### config.mk
export PLATFORM = sky130hd
export DESIGN_NAME = uart_rx_ctrl
export DESIGN_NICKNAME = d
export VERILOG_FILES = /design/src/rtl/uart_rx_ctrl.sv
export SDC_FILE = /design/constraint.sdc
export NUM_CORES = 1
export LEC_CHECK = 0
export ABC_AREA = 1
export CAP_MARGIN = 10
export CORE_MARGIN = 3
export CORE_UTILIZATION = 52
export CTS_CLUSTER_SIZE = 25
export DETAILED_ROUTE_END_ITERATION = 7
export DONT_BUFFER_PORTS = 1
export HOLD_SLACK_MARGIN = 0.08
export PLACE_DENSITY = 0.67
export SYNTH_ARGS = -nofsm -noshare
export SYNTH_HDL_FRONTEND = slang
export SYNTH_SLANG_ARGS = --single-unit
### constraint.sdc
create_clock -name clk -period 2.8 [get_ports clk]
set_input_delay 0.56 -clock clk [delete_from_list [all_inputs] [get_ports clk]]
set_output_delay 0.56 -clock clk [all_outputs]
set_load 0.01 [all_outputs]
### src/rtl/uart_rx_ctrl.sv
// uart_rx_ctrl: baud divider, rx synchroniser, between-frame config sequencer and FWFT receive FIFO
module uart_rx_ctrl #(
   parameter int FIFO_DEPTH = 8,
   parameter int DIV_W      = 16,
   parameter int RESET_DIV  = 53
) (
   input  logic                              clk,
   input  logic                              arst_n,
   input  logic                              cfg_wr,
   input  logic                              cfg_enable,
   input  logic [DIV_W-1:0]                  cfg_div,
   input  logic [1:0]                        cfg_frame_type,
   input  logic [1:0]                        cfg_parity_type,
   input  logic                              cfg_stop_type,
   input  logic                              ovr_clr,
   input  logic                              rx_pin,
   output logic                              rx_sync,
   output logic                              rx_negedge_det,
   output logic                              active,
   output logic                              recv_clk_en,
   output logic [1:0]                        frame_type,
   output logic [1:0]                        parity_type,
   output logic                              stop_type,
   input  logic                              rcv_recv,
   input  logic                              rcv_error,
   input  logic [7:0]                        rcv_data,
   input  logic                              rcv_busy,
   output logic                              rd_valid,
   input  logic                              rd_ready,
   output logic [7:0]                        rd_data,
   output logic                              rd_err,
   output logic [$clog2(FIFO_DEPTH+1)-1:0]   fifo_level,
   output logic                              overrun,
   output logic                              cfg_pending
);
   localparam int AW = $clog2(FIFO_DEPTH);
   localparam int LW = $clog2(FIFO_DEPTH+1);
   typedef enum logic [1:0] {OFF, ON, PEND} state_t;
   state_t state_q, state_d;
   logic [2:0] sync_q, sync_d;
   logic sh_en_q, sh_en_d, sh_stop_q, sh_stop_d, stop_q, stop_d;
   logic [DIV_W-1:0] sh_div_q, sh_div_d, div_q, div_d, cnt_q, cnt_d;
   logic [1:0] sh_frame_q, sh_frame_d, sh_par_q, sh_par_d, frame_q, frame_d, par_q, par_d;
   logic [8:0] mem_q [FIFO_DEPTH];
   logic [AW-1:0] wp_q, wp_d, rp_q, rp_d;
   logic [LW-1:0] lvl_q, lvl_d;
   logic ovr_q, ovr_d;
   logic full, do_push, do_pop, drop;
   // sync_q = {history, stage2, stage1}
   assign sync_d         = {sync_q[1], sync_q[0], rx_pin};
   assign rx_sync        = sync_q[1];
   assign rx_negedge_det = sync_q[2] & ~sync_q[1];
   assign active         = state_q == ON;
   assign cfg_pending    = state_q == PEND;
   assign recv_clk_en    = (state_q != OFF) && (cnt_q == div_q);
   assign frame_type     = frame_q;
   assign parity_type    = par_q;
   assign stop_type      = stop_q;
   always_comb begin
      state_d    = state_q;
      sh_en_d    = sh_en_q;
      sh_div_d   = sh_div_q;
      sh_frame_d = sh_frame_q;
      sh_par_d   = sh_par_q;
      sh_stop_d  = sh_stop_q;
      div_d      = div_q;
      frame_d    = frame_q;
      par_d      = par_q;
      stop_d     = stop_q;
      cnt_d      = (state_q == OFF || recv_clk_en) ? '0 : cnt_q + DIV_W'(1);
      if (cfg_wr) begin
         sh_en_d    = cfg_enable;
         sh_div_d   = cfg_div;
         sh_frame_d = cfg_frame_type;
         sh_par_d   = cfg_parity_type;
         sh_stop_d  = cfg_stop_type;
         state_d    = PEND;
      end else if (state_q == PEND && !rcv_busy) begin
         div_d   = sh_div_q;
         frame_d = sh_frame_q;
         par_d   = sh_par_q;
         stop_d  = sh_stop_q;
         cnt_d   = '0;
         state_d = sh_en_q ? ON : OFF;
      end
   end
   assign full       = lvl_q == LW'(FIFO_DEPTH);
   assign rd_valid   = lvl_q != '0;
   assign do_pop     = rd_valid & rd_ready;
   assign do_push    = rcv_recv & (~full | do_pop);
   assign drop       = rcv_recv & full & ~do_pop;
   assign rd_data    = mem_q[rp_q][7:0];
   assign rd_err     = mem_q[rp_q][8];
   assign fifo_level = lvl_q;
   assign overrun    = ovr_q;
   always_comb begin
      wp_d  = do_push ? wp_q + AW'(1) : wp_q;
      rp_d  = do_pop ? rp_q + AW'(1) : rp_q;
      lvl_d = lvl_q + LW'(do_push) - LW'(do_pop);
      ovr_d = drop ? 1'b1 : ovr_clr ? 1'b0 : ovr_q;
   end
   always_ff @(posedge clk) if (do_push) mem_q[wp_q] <= {rcv_error, rcv_data};
   always_ff @(posedge clk or negedge arst_n) begin
      if (!arst_n) begin
         state_q    <= OFF;
         sync_q     <= 3'b111;
         sh_en_q    <= 1'b0;
         sh_div_q   <= DIV_W'(RESET_DIV);
         sh_frame_q <= 2'b11;
         sh_par_q   <= 2'b00;
         sh_stop_q  <= 1'b0;
         div_q      <= DIV_W'(RESET_DIV);
         frame_q    <= 2'b11;
         par_q      <= 2'b00;
         stop_q     <= 1'b0;
         cnt_q      <= '0;
         wp_q       <= '0;
         rp_q       <= '0;
         lvl_q      <= '0;
         ovr_q      <= 1'b0;
      end else begin
         state_q    <= state_d;
         sync_q     <= sync_d;
         sh_en_q    <= sh_en_d;
         sh_div_q   <= sh_div_d;
         sh_frame_q <= sh_frame_d;
         sh_par_q   <= sh_par_d;
         sh_stop_q  <= sh_stop_d;
         div_q      <= div_d;
         frame_q    <= frame_d;
         par_q      <= par_d;
         stop_q     <= stop_d;
         cnt_q      <= cnt_d;
         wp_q       <= wp_d;
         rp_q       <= rp_d;
         lvl_q      <= lvl_d;
         ovr_q      <= ovr_d;
      end
   end
endmodule
# ---- Word-level counts from Yosys, hierarchy flattened
# Memories as Yosys holds them, arrays and structs flattened.
# Cells that the tools add are included.
dict set report totals {
  reg_bits 75
  ramBits 72
  in_bits 39
  output_inout_bits 25
  elab_cells 56
  mem_count 1
}
dict set report classes {
  n_addsub 5
  eq_ne 4
  muxes 10
  bitwise_logic 10
  n_reduce_logical 10
}
# name words width rd rd_clocked_by_memory_dff wr line
set memory_table {}
lappend memory_table {mem_q 8 9 1 0 1 44} ;# logic [8:0] mem_q [FIFO_DEPTH];
# cell count
set op_table {}
lappend op_table {{$mux 16} 3}
lappend op_table {{$add 16x1->16 const B} 1}
lappend op_table {{$eq 16x16->1} 1}
lappend op_table {{$add 3x1->3 const B} 2}
lappend op_table {{$reduce_bool 2->1} 3}
lappend op_table {{$and 1x1->1} 5}
lappend op_table {{$mux 1} 5}
lappend op_table {{$add 4x1->4} 1}
lappend op_table {{$eq 4x4->1 const B} 1}
lappend op_table {{$mux 2} 2}
lappend op_table {{$not 1->1} 4}
lappend op_table {{$reduce_bool 4->1} 1}
lappend op_table {{$sub 4x1->4} 1}
lappend op_table {{$eq 2x1->1 const B} 1}
lappend op_table {{$eq 2x2->1 const B} 1}
lappend op_table {{$logic_and 1x1->1} 2}
lappend op_table {{$logic_not 2->1} 1}
lappend op_table {{$reduce_and 2->1} 1}
lappend op_table {{$logic_not 1->1} 1}
lappend op_table {{$logic_or 1x1->1} 1}
lappend op_table {{$or 1x1->1} 1}

# ---- Longest topological paths before layout
dict set report logic_depth {
  word_depth 6
  depth_mapped 13
  ltp_nobuf 13
}

# ---- Worst setup path before layout
# Ideal clock, no wire load.
dict set report synth_timing {
  kind {reg-to-reg}
  start {register lvl_q[2] (netlist: fifo_level[2])}
  end {memory mem_q[4][0] (enable)}
  setup_ns 0.374
  t_arrival_ns 1.724
  t_required_ns 2.426
  slack_ns 0.702
  path_stages_with_launch 9
  path_buffers 0
  period_less_slack_ns 2.098
  cell_sequence {dfrtp_1 inv_1 ha_1 nand2_1 nand2_2 nand2_1 nand2_1 or2_4 nor2_1}
}
dict set report synth_between {
  elab_chain_cells 6
  elab_cells_between_ends 8
  classes_between {eq/ne (1); mux (2); bitwise (4); reduce/logical (1)}
}
# item line
set synth_rtl {}
lappend synth_rtl {{start, declared} 46} ;# logic [LW-1:0] lvl_q, lvl_d;
lappend synth_rtl {{start signal, assigned} 136} ;# lvl_q <= lvl_d;
lappend synth_rtl {{$reduce_bool 4->1} 88} ;# assign rd_valid = lvl_q != '0;
lappend synth_rtl {{via rd_valid} 28} ;# output logic rd_valid,
lappend synth_rtl {{$and 1x1->1} 89} ;# assign do_pop = rd_valid & rd_ready;
lappend synth_rtl {{$or 1x1->1} 90} ;# assign do_push = rcv_recv & (~full | do_pop);
lappend synth_rtl {{$and 1x1->1} 90}
lappend synth_rtl {{$mux 1} 102} ;# always_ff @(posedge clk) if (do_push) mem_q[wp_q] <= {rcv_error, rcv_data};
lappend synth_rtl {{$mux 1 (not written as such)} 102}
lappend synth_rtl {{end, declared} 44}
# The timed path passes the listed nets, and every way through them passes these cells.

# ---- Worst setup path in the final report
dict set report layout_timing {
  start {register rp_q[0]}
  end {output port rd_data[4]}
}
dict set report layout_between {
  elab_chain_cells 1
}
# item line
set layout_rtl {}
lappend layout_rtl {{start, declared} 45} ;# logic [AW-1:0] wp_q, wp_d, rp_q, rp_d;
lappend layout_rtl {{start signal, assigned} 135} ;# rp_q <= rp_d;
lappend layout_rtl {{$mem_v2 8x9} --}
lappend layout_rtl {{end, declared} 30} ;# output logic [7:0] rd_data,
# No other way between the ends.

==> results list <==
- Register-to-Register Path Depth: 12
* Switching share of power: 31.2%
- In the final layout, the share of cells above drive strength 1 is 12.6%.
- The critical path is of the reg -> out type.
- Nets: 696
- Number of failing hold endpoints at the final stage: 0
- The die covers 13,600 um^2.
- The largest individual stage delay along the critical path comes from the cell sky130_fd_sc_hd__dfrtp_1.
- Global placement routability congestion: 0.808
* DR WL/cell: 14.9 um
- Maximum clock rate: 0.383 GHz
- CORE AREA: 11,700 um^2
* Launch point of the worst path: rp_q[0]
* Clock period minus final worst setup slack: 2610 ps
* Endpoint required time on the critical path: 2240 ps
* Tot GR Track Use: 19.1%
- The tightest min-delay check is of the in -> reg type.
- Routed via count: 4,197
- The first detailed-routing pass took 5 iterations.
* Run status: finished clean
- Sequential fraction of design power: 43.0%
- Data arrives at the worst endpoint at 2050 ps.
* Clock Skews: 7.12 ps
- The first global-routing pass estimated 19,500 um of wire.
- Total power density per cell area: 943 nW/um^2
- For this run, the leading register cell type out of synthesis is sky130_fd_sc_hd__edfxtp_1.
* Clock input transition at the sequential cells of the worst setup and hold paths: 60 ps
- The synthesized design contains 72 enable-type register cells.
* Remaining antenna violation count: 0
- CTS tree: built
- The floorplan has 39 rows.
- Relative to the synthesized area, the layout overhead comes to 12.5%.
* Total clock buffers created by CTS: 17
- Across the whole layout, storage elements account for 4060 um^2.
* Worst reg-to-reg setup slack: 490 ps
- The analysis attributes to cell leakage a power of 3.01 nW.
- Sequential cell area fraction in the yosys report: 64.0%
- Leading cell type in the layout, fill and taps excluded: sky130_fd_sc_hd__nand2_1
- After the first detailed-routing iteration, the DRC count stood at 313.
- In the final layout, the multi-input gates occupy 1940 um^2.
- H-tree lvl count: 4
* Clock network fraction of total power: 32.4%
- Buffers placed on the I/O ports in this run total 0.
- Highest-count cells in the layout ignoring fill and taps: sky130_fd_sc_hd__nand2_1, sky130_fd_sc_hd__nor2_1, sky130_fd_sc_hd__edfxtp_1
- Half-perimeter wire length after detailed placement: 7790 um
- After technology mapping, the gate count stands at 633.
- The most critical setup path has its endpoint at rd_data[4].
- Endpoint of the lowest-slack register-to-register path: fifo_level[2]
- Initial Utilization: 54.4%
- STA classifies the critical path startpoint as a flop.
* Clock Sink Count: 147
- The tree is rooted in a sky130_fd_sc_hd__clkbuf_16.
- 0 antenna diodes ended up in the layout.
* Overall power consumption: 0.00672 W
- Via count of the first global-routing pass: 4,002
- In this run the critical register-to-register path is launched from fifo_level[2].
* Via-to-Cell Ratio: 5.22
- Pin count of the biggest net entering global routing: 76
* Remaining DRCs: 0
- The number of pins with negative max-slew slack in the final report was 0.
- Each instance of the synthesized netlist takes up on average 10.0 um^2.
* Total of warnings raised by yosys: 0
* Tightest slew margin relative to the limit: 52.7%
- The synthesized design contains 147 register bits.
- Synthesis produced a netlist with a net count of 681.
- The tool flagged a number of max-cap violations equal to 0.
- Total Negative Setup Slacks: 0 ps
- Clock latency reported for the late side of the worst-skew pair: 410 ps
* Post-route clock period utilization: 93.2%
- Counting the fill cells in the layout gives 940.
- Along the worst path, the maximum fanout reaches 21.
- Overall die height: 116 um
* Cell variety after synth: 30
- The floorplan step set the die width to 116 um.
* Async SR Flop Fraction: 51.0%
* Switching power of the nets: 0.00210 W
- After synthesis the cells add up to 6340 um^2.
- IR Drop Worst-Case VDD: 479 uV
- Combinational fraction of design power: 24.7%
- Category of the worst setup path capture point: output port
- During I/O placement, the number of pins put on the boundary was 64.
- Setup violations remaining at the end of the flow were counted as 0.
- The initial antenna violation count was 0.
* Worst Tran Pin Value: 708 ps
- RSZ-0062 raised after global routing: false
- For this run the aggregate overflow at the end of global routing stands at 0.
* List of cells traversed by the critical path: buf_12 -> o21ai_0 -> o22ai_1 -> nor2_1 -> a31oi_1
- The internal portion of the total power is 0.00463 W.
- Total length of routed wires: 12,000 um
- Highest cell delay on the worst timing path: 750 ps
- The clock passes through at most 2 buffers.
## synthesized netlist by cell type (8+ instances only)
master / n / area share [%]
sky130_fd_sc_hd__a31oi_1: 10 / 0.99
sky130_fd_sc_hd__buf_2: 14 / 1.1
sky130_fd_sc_hd__dfrtp_1: 60 / 24
sky130_fd_sc_hd__dfstp_2: 15 / 6.2
sky130_fd_sc_hd__edfxtp_1: 72 / 34
sky130_fd_sc_hd__ha_1: 8 / 1.6
sky130_fd_sc_hd__inv_1: 56 / 3.3
sky130_fd_sc_hd__nand2_1: 156 / 9.2
sky130_fd_sc_hd__nand3_1: 8 / 0.63
sky130_fd_sc_hd__nor2_1: 98 / 5.8
sky130_fd_sc_hd__nor2_2: 11 / 1.1
sky130_fd_sc_hd__o21ai_0: 63 / 5.0
sky130_fd_sc_hd__o22ai_1: 11 / 1.1
sky130_fd_sc_hd__xor2_1: 11 / 1.5
## through the flow
step                      setup WS (ps)  instance area, um^2  std cells  utilization (%)  hold WS, ps
after floorplan                     702                 6340        633                -          264
after global placement              590                 6530        770             56.0          267
after detailed placement            514                 6530        770             56.0          266
after CTS                           169                 7130        804             61.1          130
after global routing               41.4                 7130        804             61.1          127
final                               190                 7130        804             61.1          147
## routing by layer
metal  part of all wire (%)  wire length (um)  global-route usage [%]
met5                      0                 0                       0
met4                    1.3               159                    6.81
met3                    6.3               753                    5.70
met2                     45              5420                    27.9
met1                     47              5630                    27.3
## cells by family (layout without fill, tap and decap cells)
| logic type | count (synthesis) | count (layout) | share of synthesized area [%] |
|---|---|---|---|
| compound gates | 92 | 92 | 7.68 |
| xor+xnor | 13 | 13 | 1.80 |
| fa+ha+maj | 9 | 9 | 1.89 |
| buf+inv | 82 | 110 | 5.39 |
| flops | 147 | 147 | 64.0 |
| simple gates | 290 | 290 | 19.2 |
## final cells by class
cell class | count | area share [%]
sequential | 147 | 56.9
multi-input combinational | 404 | 27.2
clock buffer | 25 | 6.39
inverter | 62 | 3.26
tap | 143 | 2.51
timing repair buffer | 16 | 2.18
clock inverter | 7 | 1.53
## worst max-delay path: cells and delay by family (launching register included)
kind / cells / cell delay [ps]
AOI/OAI and AO/OA: 3 / 590
buffers and inverters: 1 / 240
DFF: 1 / 750
and+or+nand+nor: 1 / 60
## what timing repair did
item,in CTS,in global routing
endpoints found under the hold margin,75,0
gates resized for setup,0,0
endpoints found under the setup margin,0,0
hold buffers,2,0
buffers inserted,0,0
## state kept, by name (all words and copies together), names as in the netlist
name,flops
overrun,1
sh_frame_q,2
div_q,16
sh_div_q,16
fifo_level,4
mem_q,72
wp_q,3
sync_q,3
frame_type,2
cnt_q,16
sh_par_q,2
state_q,2
sh_en_q,1
parity_type,2
rp_q,3
sh_stop_q,1
stop_type,1
## worst min path at each step
stage	startpoint	endpoint	slack [ps]	depth (start not counted)
2_1_floorplan	arst_n	cnt_q[0]	260	0
3_3_place_gp	arst_n	sh_div_q[11]	270	0
3_5_place_dp	arst_n	sh_div_q[11]	270	0
4_1_cts	rx_pin	sync_q[0]	130	0
5_1_grt	rx_pin	sync_q[0]	130	0
6_report	rx_pin	sync_q[0]	150	0
## power groups by stage
stage          registers (W)  clock network (W)  logic, W
6_report             0.00289            0.00218   0.00166
4_1_cts              0.00289            0.00221   0.00168
5_1_grt              0.00293            0.00232   0.00189
3_3_place_gp         0.00291                  0   0.00159
2_1_floorplan        0.00284                  0   0.00128
3_5_place_dp         0.00292                  0   0.00165
No activity file was read; power rests on OpenSTA's default activity.
